==> src/rtl/pulse_burst_ctrl.sv <==
// Pulse-train burst controller: bursts of N pulses or a continuous train. Define
// PULSE_BURST_POL_EN to add a cfg_pol input that inverts the output level.
`timescale 1ns/1ps

module pulse_burst_ctrl #(
    parameter int unsigned W          = 31,
    parameter int unsigned CNT_W      = 8,
    parameter int unsigned DEF_PERIOD = 50000000
) (
    input  logic             clki,
    input  logic             rst,
    input  logic             cfg_valid,
    output logic             cfg_ready,
    input  logic [W-1:0]     cfg_period,
    input  logic [W-1:0]     cfg_high,
    input  logic [CNT_W-1:0] cfg_count,
`ifdef PULSE_BURST_POL_EN
    input  logic             cfg_pol,
`endif
    input  logic             start,
    input  logic             stop,
    output logic             pulse_o,
    output logic             busy,
    output logic             done,
    output logic [CNT_W-1:0] pulses_left,
    output logic             err
);

    localparam logic [W-1:0] DefPeriod = W'(DEF_PERIOD);
    localparam logic [W-1:0] DefHigh   = W'(DEF_PERIOD / 2);

    typedef enum logic [1:0] {
        StIdle,
        StRunLow,
        StRunHigh
    } state_e;

    state_e           state_q, state_d;
    logic [W-1:0]     period_q, period_d;
    logic [W-1:0]     high_q, high_d;
    logic [W-1:0]     phase_q, phase_d;
    logic [CNT_W-1:0] count_q, count_d;
    logic [CNT_W-1:0] left_q, left_d;
    logic             err_q, err_d;
    logic             done_q, done_d;
    logic             pulse_q, pulse_d;
    logic             stop_pend_q, stop_pend_d;
    logic             run_high;

`ifdef PULSE_BURST_POL_EN
    logic             pol_q, pol_d;
`endif

    logic             cfg_xfer;
    logic             cfg_legal;
    logic [W-1:0]     low_len;

    assign busy        = (state_q != StIdle);
    assign cfg_ready   = ~busy;
    assign cfg_xfer    = cfg_valid & cfg_ready;
    assign cfg_legal   = (cfg_period >= W'(2)) && (cfg_high != '0) && (cfg_high < cfg_period);
    assign low_len     = period_q - high_q;

    assign pulse_o     = pulse_q;
    assign done        = done_q;
    assign pulses_left = left_q;
    assign err         = err_q;

    // Configuration bank; only reachable while idle since cfg_ready is ~busy.
    always_comb begin
        period_d = period_q;
        high_d   = high_q;
        count_d  = count_q;
        err_d    = err_q;
`ifdef PULSE_BURST_POL_EN
        pol_d    = pol_q;
`endif
        if (cfg_xfer) begin
            if (cfg_legal) begin
                period_d = cfg_period;
                high_d   = cfg_high;
                count_d  = cfg_count;
                err_d    = 1'b0;
`ifdef PULSE_BURST_POL_EN
                pol_d    = cfg_pol;
`endif
            end else begin
                err_d = 1'b1;
            end
        end
    end

    always_comb begin
        state_d     = state_q;
        phase_d     = phase_q;
        left_d      = left_q;
        stop_pend_d = stop_pend_q;

        unique case (state_q)
            StIdle: begin
                phase_d     = '0;
                left_d      = '0;
                stop_pend_d = 1'b0;
                // A same-cycle legal config is used by the new run; an illegal one vetoes it.
                if (start && !stop && !(cfg_xfer && !cfg_legal)) begin
                    state_d = StRunLow;
                    left_d  = count_d;
                end
            end
            StRunLow: begin
                if (stop) begin
                    state_d = StIdle;
                    phase_d = '0;
                    left_d  = '0;
                end else if (phase_q == low_len - W'(1)) begin
                    state_d = StRunHigh;
                    phase_d = '0;
                end else begin
                    phase_d = phase_q + W'(1);
                end
            end
            StRunHigh: begin
                // A stop during high is remembered so the pulse is never truncated.
                if (stop) begin
                    stop_pend_d = 1'b1;
                end
                if (phase_q == high_q - W'(1)) begin
                    phase_d = '0;
                    if (stop || stop_pend_q || ((count_q != '0) && (left_q == CNT_W'(1)))) begin
                        state_d = StIdle;
                        left_d  = '0;
                    end else begin
                        state_d = StRunLow;
                        if (count_q != '0) begin
                            left_d = left_q - CNT_W'(1);
                        end
                    end
                end else begin
                    phase_d = phase_q + W'(1);
                end
            end
            default: begin
                state_d = StIdle;
                phase_d = '0;
                left_d  = '0;
            end
        endcase
    end

    assign run_high = (state_d == StRunHigh);

    always_comb begin
        done_d = busy && (state_d == StIdle);
`ifdef PULSE_BURST_POL_EN
        pulse_d = run_high ^ pol_d;
`else
        pulse_d = run_high;
`endif
    end

    always_ff @(posedge clki or posedge rst) begin
        if (rst) begin
            state_q     <= StIdle;
            period_q    <= DefPeriod;
            high_q      <= DefHigh;
            phase_q     <= '0;
            count_q     <= '0;
            left_q      <= '0;
            err_q       <= 1'b0;
            done_q      <= 1'b0;
            pulse_q     <= 1'b0;
            stop_pend_q <= 1'b0;
        end else begin
            state_q     <= state_d;
            period_q    <= period_d;
            high_q      <= high_d;
            phase_q     <= phase_d;
            count_q     <= count_d;
            left_q      <= left_d;
            err_q       <= err_d;
            done_q      <= done_d;
            pulse_q     <= pulse_d;
            stop_pend_q <= stop_pend_d;
        end
    end

`ifdef PULSE_BURST_POL_EN
    always_ff @(posedge clki or posedge rst) begin
        if (rst) begin
            pol_q <= 1'b0;
        end else begin
            pol_q <= pol_d;
        end
    end
`endif

endmodule

==> config.mk <==
export PLATFORM = sky130hd
export DESIGN_NAME = pulse_burst_ctrl
export DESIGN_NICKNAME = d
export VERILOG_FILES = /design/src/rtl/pulse_burst_ctrl.sv
export SDC_FILE = /design/constraint.sdc
export NUM_CORES = 1
export LEC_CHECK = 0
export BUFFER_PORTS_ARGS = -buffer_cell sky130_fd_sc_hd__buf_4
export CORE_MARGIN = 3
export CORE_UTILIZATION = 60
export DETAILED_ROUTE_END_ITERATION = 10
export GPL_TIMING_DRIVEN = 1
export PLACE_DENSITY = 0.79
export SLEW_MARGIN = 10
export SYNTH_ARGS = -nofsm -noshare
export SYNTH_HDL_FRONTEND = slang
export SYNTH_SLANG_ARGS = --single-unit
==> constraint.sdc <==
create_clock -name clki -period 7.9 [get_ports clki]
set_input_delay 0.79 -clock clki [delete_from_list [all_inputs] [get_ports clki]]
set_output_delay 0.79 -clock clki [all_outputs]
set_load 0.05 [all_outputs]
==> flow_metrics.tcl, run 1 <==
set metrics [dict create \
    rsz0062_at_grt "no" \
    rows 45 \
    combPwrFrac_pct 61.6 \
    post-route-period-util_pct 67.1 \
    fp.dieW_um 132 \
    layout.nets 1338 \
    finalWorstSetupSlack_ps 2600 \
    cts_tree "done" \
    drt_iter0_drc 936 \
    postCtsResizedCells 0 \
    cts_made_buffers 17 \
    antenna_found_initial 0 \
    synth_flop_cell "dfrtp_1" \
    async_reset_ff_share_pct 100 \
    startpoint "high_q[0]" \
    synth_top_area_share_pct 23.8 \
    seq_area_frac_synth_pct 30.3 \
    synth_top_family_by_area "simple AND/OR/NAND/NOR gates" \
    synth_xor_area_share_pct 9.66 \
    path_max_fanout 20 \
    antenna_cells 0 \
    relSlewSlack_pct 32.2 \
    grt_pass1_wl_um 46300 \
    post-route-drc-count 0 \
    first_pass_iters 5 \
    muxShareOfSynthArea_pct 5.14 \
    cts_num_sinks 115 \
    cts_root_buf "clkbuf_16" \
    synth.most_common_cell "nor2_1" \
    synth.area.top_cells "dfrtp_1 (24%), ha_1 (8.9%), dfstp_2 (6.6%)" \
    grt_use_total_pct 33.4 \
    p_int_w 0.00242 \
    period_needed_ps 5300 \
    grt_max_degree 101 \
    port_buffers 87 \
    postCtsHoldBufs 0 \
    drv_cap 0 \
    skew_ps 9.46 \
    crit_path_end_kind "register" \
    clk_pin_slew_ps 60 \
    clockPowerShare_pct 15.4 \
    synthesis.nets 1292 \
    power.total_w 0.00486 \
    tightestPinTransition_ps 1020 \
    synth_adder_area_share_pct 9.08 \
    reg2reg_from "high_q[0]" \
    syn_avg_cell_area_um2 8.35 \
    worstSetupPathType "reg2reg" \
    synth_top_cell_by_area "dfrtp_1" \
    fp.coreArea_um2 15400 \
    fmax_ghz 0.189 \
    wirelength_um 29300 \
    dieArea_um2 17500 \
    post_cts_buffers 0 \
    synth_seq_cells 115 \
    max-vdd-ir-drop_v 0.000203 \
    synth_warnings 0 \
    seqPwrFrac_pct 23.0 \
    grt_overflow_total 0 \
    io_pins 88 \
    tns_ps 0 \
    cp.arrival_ps 5600 \
    grt_pass1_vias 8443 \
    netlist_area_um2 9590 \
    p_leak_nw 4.60 \
    synth_cell_types 78 \
    fillers 1300 \
    wl_per_cell_um 20.7 \
    swShare_pct 50.1 \
    clockBufferDepth 2 \
    netlist_instances 1148 \
    hold_path_class "in2async" \
    insertion_delay_ps 430 \
    viasPerCell 6.46 \
    critPathRequiredTime_ps 8200 \
    start_util_pct 62.1 \
    hpwl_um 23400 \
    pwr_density_cell_nw_per_um2 448 \
    final_cell_area_um2 10800 \
    dr_total_vias 9161 \
    place_area_um2 10300 \
    synth_common_cells "nor2_1 (96), dfrtp_1 (91), nand2_1 (91)" \
    p_sw_w 0.00244 \
    drive_gt1_share_pct 17.1 \
    dp_worst_setup_slack_ps 2700 \
    post_synth_and_or_nand_nor_area_fraction_pct 21.6 \
    gp_congestion 1.06 \
    start_kind "register" \
    synth_compound_area_share_pct 18.4 \
    timing.final.hold_violations 0 \
    antenna_left 0 \
    synth-edff-count 0 \
    cts_htree_levels 4 \
    area_growth_pct 13.2 \
    drv_slew 0 \
    status "completed" \
    setup-violations-final 0 \
    die_h_um 132 \
]
cell usage in the layout, fill, tap and decap left out, types with 6 or more instances in the layout:
cell type	n
dfstp_2	24
inv_1	76
a211oi_1	11
xor2_1	38
o21ai_0	71
o21a_1	10
clkinv_4	6
a31oi_1	10
dfrtp_1	91
a221oi_1	6
o21ai_1	9
mux2_2	42
xnor2_1	65
a21o_1	17
nand4_1	36
a21oi_1	62
clkbuf_16	17
a22oi_1	9
nor2_1	96
and4_1	9
nor3_1	36
or3_1	13
nand2_1	90
o31ai_1	6
buf_4	90
or4_1	15
nor4_1	39
o211ai_1	8
ha_1	68
and2_1	8
nand3_1	30
final timing paths:
kind                               end  slack, ps  cells past startpoint
min in group clki          period_q[5]        490                      2
max in group asynchronous  phase_q[25]       6180                      3
min reg2reg                period_q[5]        490                      2
max reg2reg                 phase_q[7]       2600                     14
max                         phase_q[7]       2600                     14
min                        period_q[6]        410                      2
final cells by class:
| type | count | area [um2] | share of cell area (%) |
|---|---|---|---|
| multi-input cells | 893 | 6140 | 56.6 |
| flip-flops and latches | 115 | 2910 | 26.8 |
| repair buffers | 90 | 676 | 6.23 |
| clock buffers | 18 | 429 | 3.96 |
| inverters | 77 | 292 | 2.69 |
| well taps | 211 | 264 | 2.43 |
| clock inverters | 14 | 143 | 1.31 |
routing by layer:
layer  share of wire (%)  vias up  global-route usage (%)
li1                    -     4274                       -
met1                  44     4356                    49.6
met2                  42      464                    48.1
met3                  10       67                    7.60
met4                 3.1        0                    11.2
met5                   0        -                       0
power by group through the flow:
stage | Clock (W) | Combinational (W) | Sequential [W]
after floorplan | 0 | 0.00216 | 0.00103
after global placement | 0 | 0.00285 | 0.00110
after detailed placement | 0 | 0.00288 | 0.00111
after CTS | 0.000753 | 0.00290 | 0.00110
after global routing | 0.000785 | 0.00322 | 0.00115
final | 0.000750 | 0.00299 | 0.00112
worst max-delay path, stage by stage, from the launching register on:
cell       delay, ps
dfrtp_1          450
inv_1            120
ha_1             200
fa_1             270
a211oi_1         130
o21ai_0          560
a211oi_1         210
a2111oi_0        850
mux2_2           410
or4b_1           490
nor4_1           340
a21boi_1         210
o21ai_2          450
buf_4            360
nor2_1            90
cells by family after synthesis:
family	Yosys count
simple gates	402
compound gates	274
buf+inv	140
flops	115
xor+xnor	104
fa+ha+maj	69
mux	44
per-stage QoR:
stage,hold slack (ps),util (%),cells
floorplan,456,-,1148
global placement,472,66.6,1386
detailed placement,477,66.6,1386
CTS,436,70.3,1418
global route,455,70.3,1418
finish,407,70.3,1418
sequential cells by signal (all words and copies together), names as in the netlist:
| name | flops |
|---|---|
| phase_q | 31 |
| done | 1 |
| state_q | 2 |
| period_q | 31 |
| pulse_o | 1 |
| count_q | 8 |
| high_q | 31 |
| stop_pend_q | 1 |
| err | 1 |
| pulses_left | 8 |
(Power assumes the default switching activity.)
==> run 2: changes to the inputs <==
Settings changed: CORE_UTILIZATION 60 to 55, PLACE_DENSITY 0.79 to 0.77.
Clock period 7.9 ns to 4.79 ns, I/O delays scaled along.
==> run 2 against run 1 <==
Against the previous run: wire length increased by 1.5%; clock skew up 5.2 ps; via count about the same; register-to-register slack worse by 2200 ps; utilization is 5.5 points lower; largest power group unchanged; sequential cell count did not move; worst setup slack worse by 2200 ps; worst hold slack worse by 160 ps; combinational power is 69% higher; sequential power up 63%.
==> flow_metrics.tcl, run 2 (synthesized netlist as in run 1, its figures left out) <==
set metrics [dict create \
    cp.arrival_ps 4730 \
    worstSetupPathType "reg2reg" \
    hold_path_class "in2async" \
    reg2reg_from "high_q[7]" \
    wl_per_cell_um 20.7 \
    hpwl_um 23700 \
    clk_pin_slew_ps 60 \
    clockBufferDepth 2 \
    rsz0062_at_grt "no" \
    crit_slowest_cell "a2111oi_1" \
    tns_ps 0 \
    post_cts_buffers 0 \
    cts_num_sinks 115 \
    drt_iter0_drc 1162 \
    setup-violations-final 0 \
    crit_path_end_kind "register" \
    grt_use_total_pct 30.8 \
    timing.final.hold_violations 0 \
    fp.coreArea_um2 16800 \
    grt_overflow_total 0 \
    relSlewSlack_pct 32.1 \
    first_pass_iters 6 \
    r2r_slack_ps 360 \
    cts_htree_levels 4 \
    dp_worst_setup_slack_ps 392 \
    port_buffers 87 \
    path_max_fanout 31 \
    path_cells "inv_1 -> ha_1 -> a21oi_1 -> o21ai_0 -> a211oi_1 -> a2111oi_1 -> mux2_2 -> or4b_1 -> nor4_1 -> buf_4 -> a21boi_1 -> o21ai_2 -> buf_12 -> nor2_1" \
    critPathRequiredTime_ps 5090 \
    multiInputGateArea_um2 6140 \
    power.total_w 0.00804 \
    cts_made_buffers 17 \
    skew_ps 14.7 \
    place_area_um2 10400 \
    die_h_um 138 \
    start_util_pct 57.0 \
    antenna_found_initial 0 \
    fillers 1476 \
    final_cells 1436 \
    postCtsResizedCells 0 \
    period_needed_ps 4430 \
    start_kind "register" \
    wirelength_um 29800 \
    gp_congestion 1.06 \
    r2r_cells 14 \
    crit_family "compound AO/OA/AOI/OAI gates" \
    max_stage_delay_ps 620 \
    tightestPinTransition_ps 992 \
    final_common_cell "buf_4" \
    fmax_ghz 0.226 \
    post-route-drc-count 0 \
    max-vdd-ir-drop_v 0.000368 \
    critPathBufInv 3 \
    antenna_cells 0 \
    reg_top3 "high_q (31), period_q (31), phase_q (31)" \
    viasPerCell 6.38 \
    io_pins 88 \
    antenna_left 0 \
    cts_root_buf "clkbuf_16" \
    p_leak_nw 4.62 \
    worstReg2RegEnd "phase_q[11]" \
    rows 47 \
    seqCellArea_um2 2910 \
    drv_cap 0 \
    grt_max_degree 75 \
    fp.dieW_um 138 \
    pwr_density_cell_nw_per_um2 737 \
    grt_pass1_wl_um 47000 \
    postCtsHoldBufs 0 \
    drive_gt1_share_pct 17.6 \
    final_cell_area_um2 10900 \
    layout.nets 1347 \
    place_inst 1404 \
    dr_total_vias 9155 \
    insertion_delay_ps 430 \
    grt_pass1_vias 8502 \
    drv_slew 0 \
    dieArea_um2 19000 \
    cts_tree "done" \
    status "completed" \
    post-route-period-util_pct 92.5 \
    finalWorstSetupSlack_ps 358 \
    layout_common_cells "buf_4 (98), nor2_1 (96), dfrtp_1 (91), nand2_1 (90), inv_1 (76)" \
    area_growth_pct 13.8 \
]
run 2: changes by cell type in the layout (fill, tap and decap cells not counted), sizes merged:
cell | previous run | this run
inv | 83 | 79
clkinvlp | 0 | 5
buf | 90 | 99
clkinv | 7 | 4
bufinv | 1 | 0
clkbuf | 18 | 21
run 2: power by group:
part	switching, W	internal (W)
clock	0.000479	0.000687
sequential	0.000441	0.00138
combinational	0.00312	0.00193
run 2: stage by stage:
| stage | hold WS, ps | utilization (%) |
|---|---|---|
| after global routing | 295 | 64.9 |
| after detailed placement | 487 | 61.7 |
| after floorplan | 456 | - |
| after CTS | 294 | 64.9 |
| final | 246 | 64.9 |
| after global placement | 469 | 61.7 |
run 2: how the worst max path moves through the flow:
stage / depth (start not counted) / endpoint / startpoint
global route: 14 / phase_q[11] / high_q[7]
global placement: 14 / phase_q[10] / high_q[7]
floorplan: 14 / phase_q[14] / high_q[5]
finish: 14 / phase_q[11] / high_q[7]
CTS: 14 / phase_q[11] / high_q[7]
detailed placement: 14 / phase_q[12] / high_q[7]
run 2: layout make-up:
cell class | count | area share (%)
tap | 220 | 2.52
clock inverter | 11 | 0.723
timing repair buffer | 99 | 6.93
sequential | 115 | 26.7
multi-input combinational | 893 | 56.3
inverter | 77 | 2.67
clock buffer | 21 | 4.22
run 2: worst register-to-register path, delay by kind of cell (launching register included):
| family | cells | cell delay [ps] |
|---|---|---|
| mux | 1 | 410 |
| compound gates | 6 | 1610 |
| fa+ha+maj | 1 | 480 |
| simple gates | 3 | 810 |
| flops | 1 | 470 |
| buf+inv | 3 | 510 |
run 2: metal layers:
metal	up-vias	GRT usage [%]	wire [um]
met5	-	0	0
met4	0	10.3	927
met3	67	6.63	2740
met2	459	44.9	12800
met1	4336	45.6	13300
li1	4293	-	-
